<file path="src/rtl/store_buffer.sv">
// Store buffer: a circular FIFO of committed stores waiting for the data cache.
// It also offers same-cycle store-to-load forwarding for word loads in the MEM stage.
module store_buffer #(
    parameter int DEPTH      = 4,
    parameter int ADDR_WIDTH = 32,
    parameter int DATA_WIDTH = 32
) (
    input  logic                  clk,
    input  logic                  reset,
    input  logic                  push_valid,
    input  logic                  push_byte,
    input  logic [ADDR_WIDTH-1:0] push_addr,
    input  logic [DATA_WIDTH-1:0] push_data,
    output logic                  full,
    output logic                  empty,
    output logic                  mem_req,
    output logic                  mem_byte,
    output logic [ADDR_WIDTH-1:0] mem_addr,
    output logic [DATA_WIDTH-1:0] mem_data,
    input  logic                  mem_ack,
    input  logic [ADDR_WIDTH-1:0] lookup_addr,
    output logic                  lookup_hit,
    output logic [DATA_WIDTH-1:0] lookup_data,
    output logic                  lookup_conflict
);

    localparam int PTR_W = (DEPTH > 1) ? $clog2(DEPTH) : 1;
    localparam int CNT_W = PTR_W + 1;

    logic                  ent_byte [DEPTH];
    logic [ADDR_WIDTH-1:0] ent_addr [DEPTH];
    logic [DATA_WIDTH-1:0] ent_data [DEPTH];

    logic [PTR_W-1:0] head;
    logic [PTR_W-1:0] tail;
    logic [CNT_W-1:0] count;

    logic push_en;
    logic pop_en;

    logic [PTR_W-1:0] scan_idx;

    assign full    = (count == CNT_W'(DEPTH));
    assign empty   = (count == '0);
    assign mem_req = !empty;

    // Full is judged on the start-of-cycle count, so a same-cycle pop never admits a push.
    assign push_en = push_valid && !full;
    assign pop_en  = mem_req && mem_ack;

    // Stale head contents are hidden once the buffer drains.
    assign mem_byte = mem_req ? ent_byte[head] : 1'b0;
    assign mem_addr = mem_req ? ent_addr[head] : '0;
    assign mem_data = mem_req ? ent_data[head] : '0;

    always_ff @(posedge clk or posedge reset) begin
        if (reset) begin
            head  <= '0;
            tail  <= '0;
            count <= '0;
            for (int i = 0; i < DEPTH; i++) begin
                ent_byte[i] <= 1'b0;
                ent_addr[i] <= '0;
                ent_data[i] <= '0;
            end
        end else begin
            if (push_en) begin
                ent_byte[tail] <= push_byte;
                ent_addr[tail] <= push_addr;
                ent_data[tail] <= push_data;
                tail           <= tail + 1'b1;
            end
            if (pop_en) begin
                head <= head + 1'b1;
            end
            case ({push_en, pop_en})
                2'b10:   count <= count + 1'b1;
                2'b01:   count <= count - 1'b1;
                default: count <= count;
            endcase
        end
    end

    // Scan oldest to youngest so the last match found is the one nearest the tail.
    always_comb begin
        lookup_hit      = 1'b0;
        lookup_conflict = 1'b0;
        lookup_data     = '0;
        scan_idx        = head;
        for (int i = 0; i < DEPTH; i++) begin
            scan_idx = head + PTR_W'(i);
            if ((CNT_W'(i) < count) &&
                (ent_addr[scan_idx][ADDR_WIDTH-1:2] == lookup_addr[ADDR_WIDTH-1:2])) begin
                lookup_hit      = !ent_byte[scan_idx];
                lookup_conflict = ent_byte[scan_idx];
                lookup_data     = ent_byte[scan_idx] ? '0 : ent_data[scan_idx];
            end
        end
    end

endmodule

</file>
<file path="config.mk">
export PLATFORM = sky130hd
export DESIGN_NAME = store_buffer
export DESIGN_NICKNAME = d
export VERILOG_FILES = /design/src/rtl/store_buffer.sv
export SDC_FILE = /design/constraint.sdc
export NUM_CORES = 1
export LEC_CHECK = 0
export ABC_AREA = 1
export ABC_CLOCK_PERIOD_IN_PS = 14850
export CAP_MARGIN = 20
export CORE_UTILIZATION = 55
export CTS_CLUSTER_SIZE = 16
export DETAILED_ROUTE_END_ITERATION = 16
export GPL_ROUTABILITY_DRIVEN = 0
export GPL_TIMING_DRIVEN = 0
export HOLD_SLACK_MARGIN = 0.02
export PLACE_DENSITY_LB_ADDON = 0.2
export REMOVE_ABC_BUFFERS = 1
export SLEW_MARGIN = 40
export SYNTH_ARGS = -nofsm -noshare
export SYNTH_HDL_FRONTEND = slang
export SYNTH_SLANG_ARGS = --single-unit
</file>
<file path="constraint.sdc">
create_clock -name clk -period 14.85 [get_ports clk]
set_clock_uncertainty 0.05 [all_clocks]
set_input_delay 2.97 -clock clk [delete_from_list [all_inputs] [get_ports clk]]
set_output_delay 2.97 -clock clk [all_outputs]
set_load 0.02 [all_outputs]
</file>
==> qor.csv <==
metric,value,unit
FP Rows,68,
Max Fclk,105,MHz
Slew Limit Headroom,47.1,%
# fillers,3098,
Final setup viols,0,
Die Span Y,190,µm
multiplexer area fraction after synthesis,0.0514,%
Vias,21700,
Hold Buf Count CTS,0,
Routed Antenna Nets,0,
Final Util,66.9,%
outcome,finished clean,
fin crit share,64.4,%
Critical-path top delay cell,clkdlybuf4s50_1,
top-level I/O count,203,
CTS max path bufs,3,
Worst VDD drop,0.000301,V
area share of fa/ha/maj cells after synthesis,0.578,%
Synth cell types,32,
Startpoint Class,primary input,
Post-synth ARST share,100,%
Max Cap Viol,0,
DR vias/cell,5.71,
clock transition at the registers of the reported paths,0.06,ns
Pleak,11.8,nW
die extent in x,190,µm
Worst EP required,11.83,ns
"most common cell after layout, fill and taps aside",nand2_1,
CORE AREA,34700,µm²
#FFs+latches synth,267,
Setup CP Type,primary input to output port,
port buffer count,200,
WP data arrival,6.54,ns
"Warnings, synthesis",0,
Root Driver,clkbuf_16,
Die ar.,36200,µm²
Final Critical Period,9.56,ns
xor/xnor share of the synthesized area,1.26,%
nets,3427,
final hold violation count,0,
share of layout cells above drive strength 1,3.53,%
Syn Area/Cell,5.99,µm²
Cell Pwr Density,256,nW/µm²
Routed WL,61900,µm
Most used DFF post-synth,dfrtp_1,
first-pass GRT wire length,98600,µm
Pre-antenna DRT Iters,9,
vias in the first global route,20000,
CP peak stage delay,0.64,ns
post-CTS setup buffers,0,
most used cell along the critical path,nand2_1,
initial antenna violation count,3,
grt ovf,0,
PnR worst setup slack,5.29,ns
remaining routing DRC violations,0,
worst-path maximum fanout,23,
Critical Path End Type,output port,
Cells after Synth,3253,
largest family of logic cells by synthesized area,simple AND/OR/NAND/NOR gates,
pin count of the biggest net entering global routing,84,
Initial Utilization,56.1,%
Least-Margin Pin Slew,0.793,ns
hpwl dp,41600,µm
"Seq/Total Area, Yosys",34.3,%
CTS tree,done,
area of the mapped netlist,19500,µm²
Tightest Hold Check Type,register to register,
Iter 0 DRT Violations,2155,
post-synthesis simple-gate area fraction,38.5,%
most frequent cells in the layout,"1434 x nand2_1, 565 x o21ai_0, 276 x nand3_1, 265 x dfrtp_1, 234 x inv_1",
max-slew violations,0,
CTS resizes,0,
Clock Latency Late Sink,0.58,ns
Layout area overhead,19.2,%
crit path cell chain,clkdlybuf4s50_1 > inv_1 > nand3_1 > nand2_1 > nor2_1 > nand2_1 > nor2_1 > nand2_1 > nor2_4 > buf_16 > buf_16 > buf_8 > nand3_1 > nand2_1 > nand2_1 > nand2_1 > nand2_1 > nand2_1 > clkdlybuf4s50_1,
Tot Pwr,0.00594,W
TritonCTS Buffers,31,
GRT Total Usage,33.9,%
"EDFF count, synth",0,
DP Worst Slack,5.41,ns
CTS Sinks,267,
wire length per cell,16.3,µm
RSZ-0062 raised after global routing,no,
Compound-Gate Fraction of Synth Area,15.9,%
H-tree levels,1,
[worst paths after layout]
check	from	to	slack, ns	cells past startpoint
worst max-delay path	lookup_addr[16]	lookup_data[25]	5.29	19
worst min-delay path	ent_data[80]	ent_data[80]	0.43	2
worst max register to register	head[0]	head[1]	12.09	9
worst min register to register	ent_data[80]	ent_data[80]	0.43	2
max in group asynchronous	reset	ent_data[90]	11.12	4
min in group asynchronous	reset	ent_data[13]	2.70	2
[final cells by class]
cell class / count / area (µm²) / share of cell area [%]
Multi-Input combinational cell: 2536 / 11000 / 47.5
Sequential cell: 267 / 6690 / 28.8
Timing Repair Buffer: 241 / 2890 / 12.4
Clock buffer: 45 / 938 / 4.04
Inverter: 240 / 932 / 4.01
Tap cell: 455 / 569 / 2.45
Clock inverter: 13 / 161 / 0.695
Antenna cell: 3 / 7.51 / 0.0323
[metrics by stage]
stage | std cells | area [µm²] | setup TNS (ns) | hold slack, ns
floorplan | 3043 | 18500 | -98.82 | 0.403
finish | 3800 | 23200 | 0 | 0.434
CTS | 3797 | 23200 | 0 | 0.437
detailed placement | 3739 | 22100 | 0 | 0.423
global placement | 3698 | 21100 | -485.74 | 0.417
global route | 3799 | 23200 | 0 | 0.454
[cell usage after synthesis, types with 4 or more instances]
| library cell | instances | share of area (%) |
|---|---|---|
| o21ai_0 | 565 | 15 |
| nor2_1 | 149 | 2.9 |
| xor2_1 | 26 | 1.2 |
| nand3_1 | 276 | 7.1 |
| buf_1 | 16 | 0.31 |
| o21ai_1 | 16 | 0.41 |
| inv_1 | 236 | 4.5 |
| nand2_1 | 1441 | 28 |
| nand4_1 | 12 | 0.39 |
| clkbuf_1 | 116 | 2.2 |
| nor3_1 | 5 | 0.13 |
| buf_4 | 24 | 0.92 |
| a21oi_1 | 8 | 0.21 |
| dfrtp_1 | 267 | 34 |
| o22ai_1 | 5 | 0.16 |
| buf_2 | 54 | 1.4 |
| inv_2 | 4 | 0.077 |
| a31oi_1 | 4 | 0.13 |
| ha_1 | 9 | 0.58 |
[where the power goes]
part	internal (W)	total [W]	leakage, nW	switching, W
Clock	0.000490	0.000814	0.548	0.000324
Sequential	0.00107	0.00133	3.34	0.000259
Combinational	0.00133	0.00380	7.87	0.00247
[per-layer routing]
layer / global-route usage, % / share of wire (%)
met2: 54.5 / 45
met3: 4.41 / 9.5
met4: 13.2 / 3.6
met5: 0 / 0
met1: 46.3 / 42
[registers in the layout (all words and copies together), names as in the netlist]
name	count
tail	2
count	3
ent_data	128
ent_byte	4
head	2
ent_addr	128
[critical path, delay by kind of cell]
kind | cells | cell delay [ns]
buffers and inverters | 6 | 1.96
and+or+nand+nor | 13 | 1.58
[logic make-up (layout without fill, tap and decap cells)]
| kind of cell | count (synthesis) | count (layout) |
|---|---|---|
| simple gates | 1889 | 1889 |
| compound gates | 609 | 609 |
| buf+inv | 450 | 539 |
| flops | 267 | 267 |
| xor+xnor | 28 | 28 |
| fa+ha+maj | 9 | 9 |
| mux | 1 | 1 |
| other cells | 0 | 3 |
Note: power is estimated with default switching activity, not from simulation.
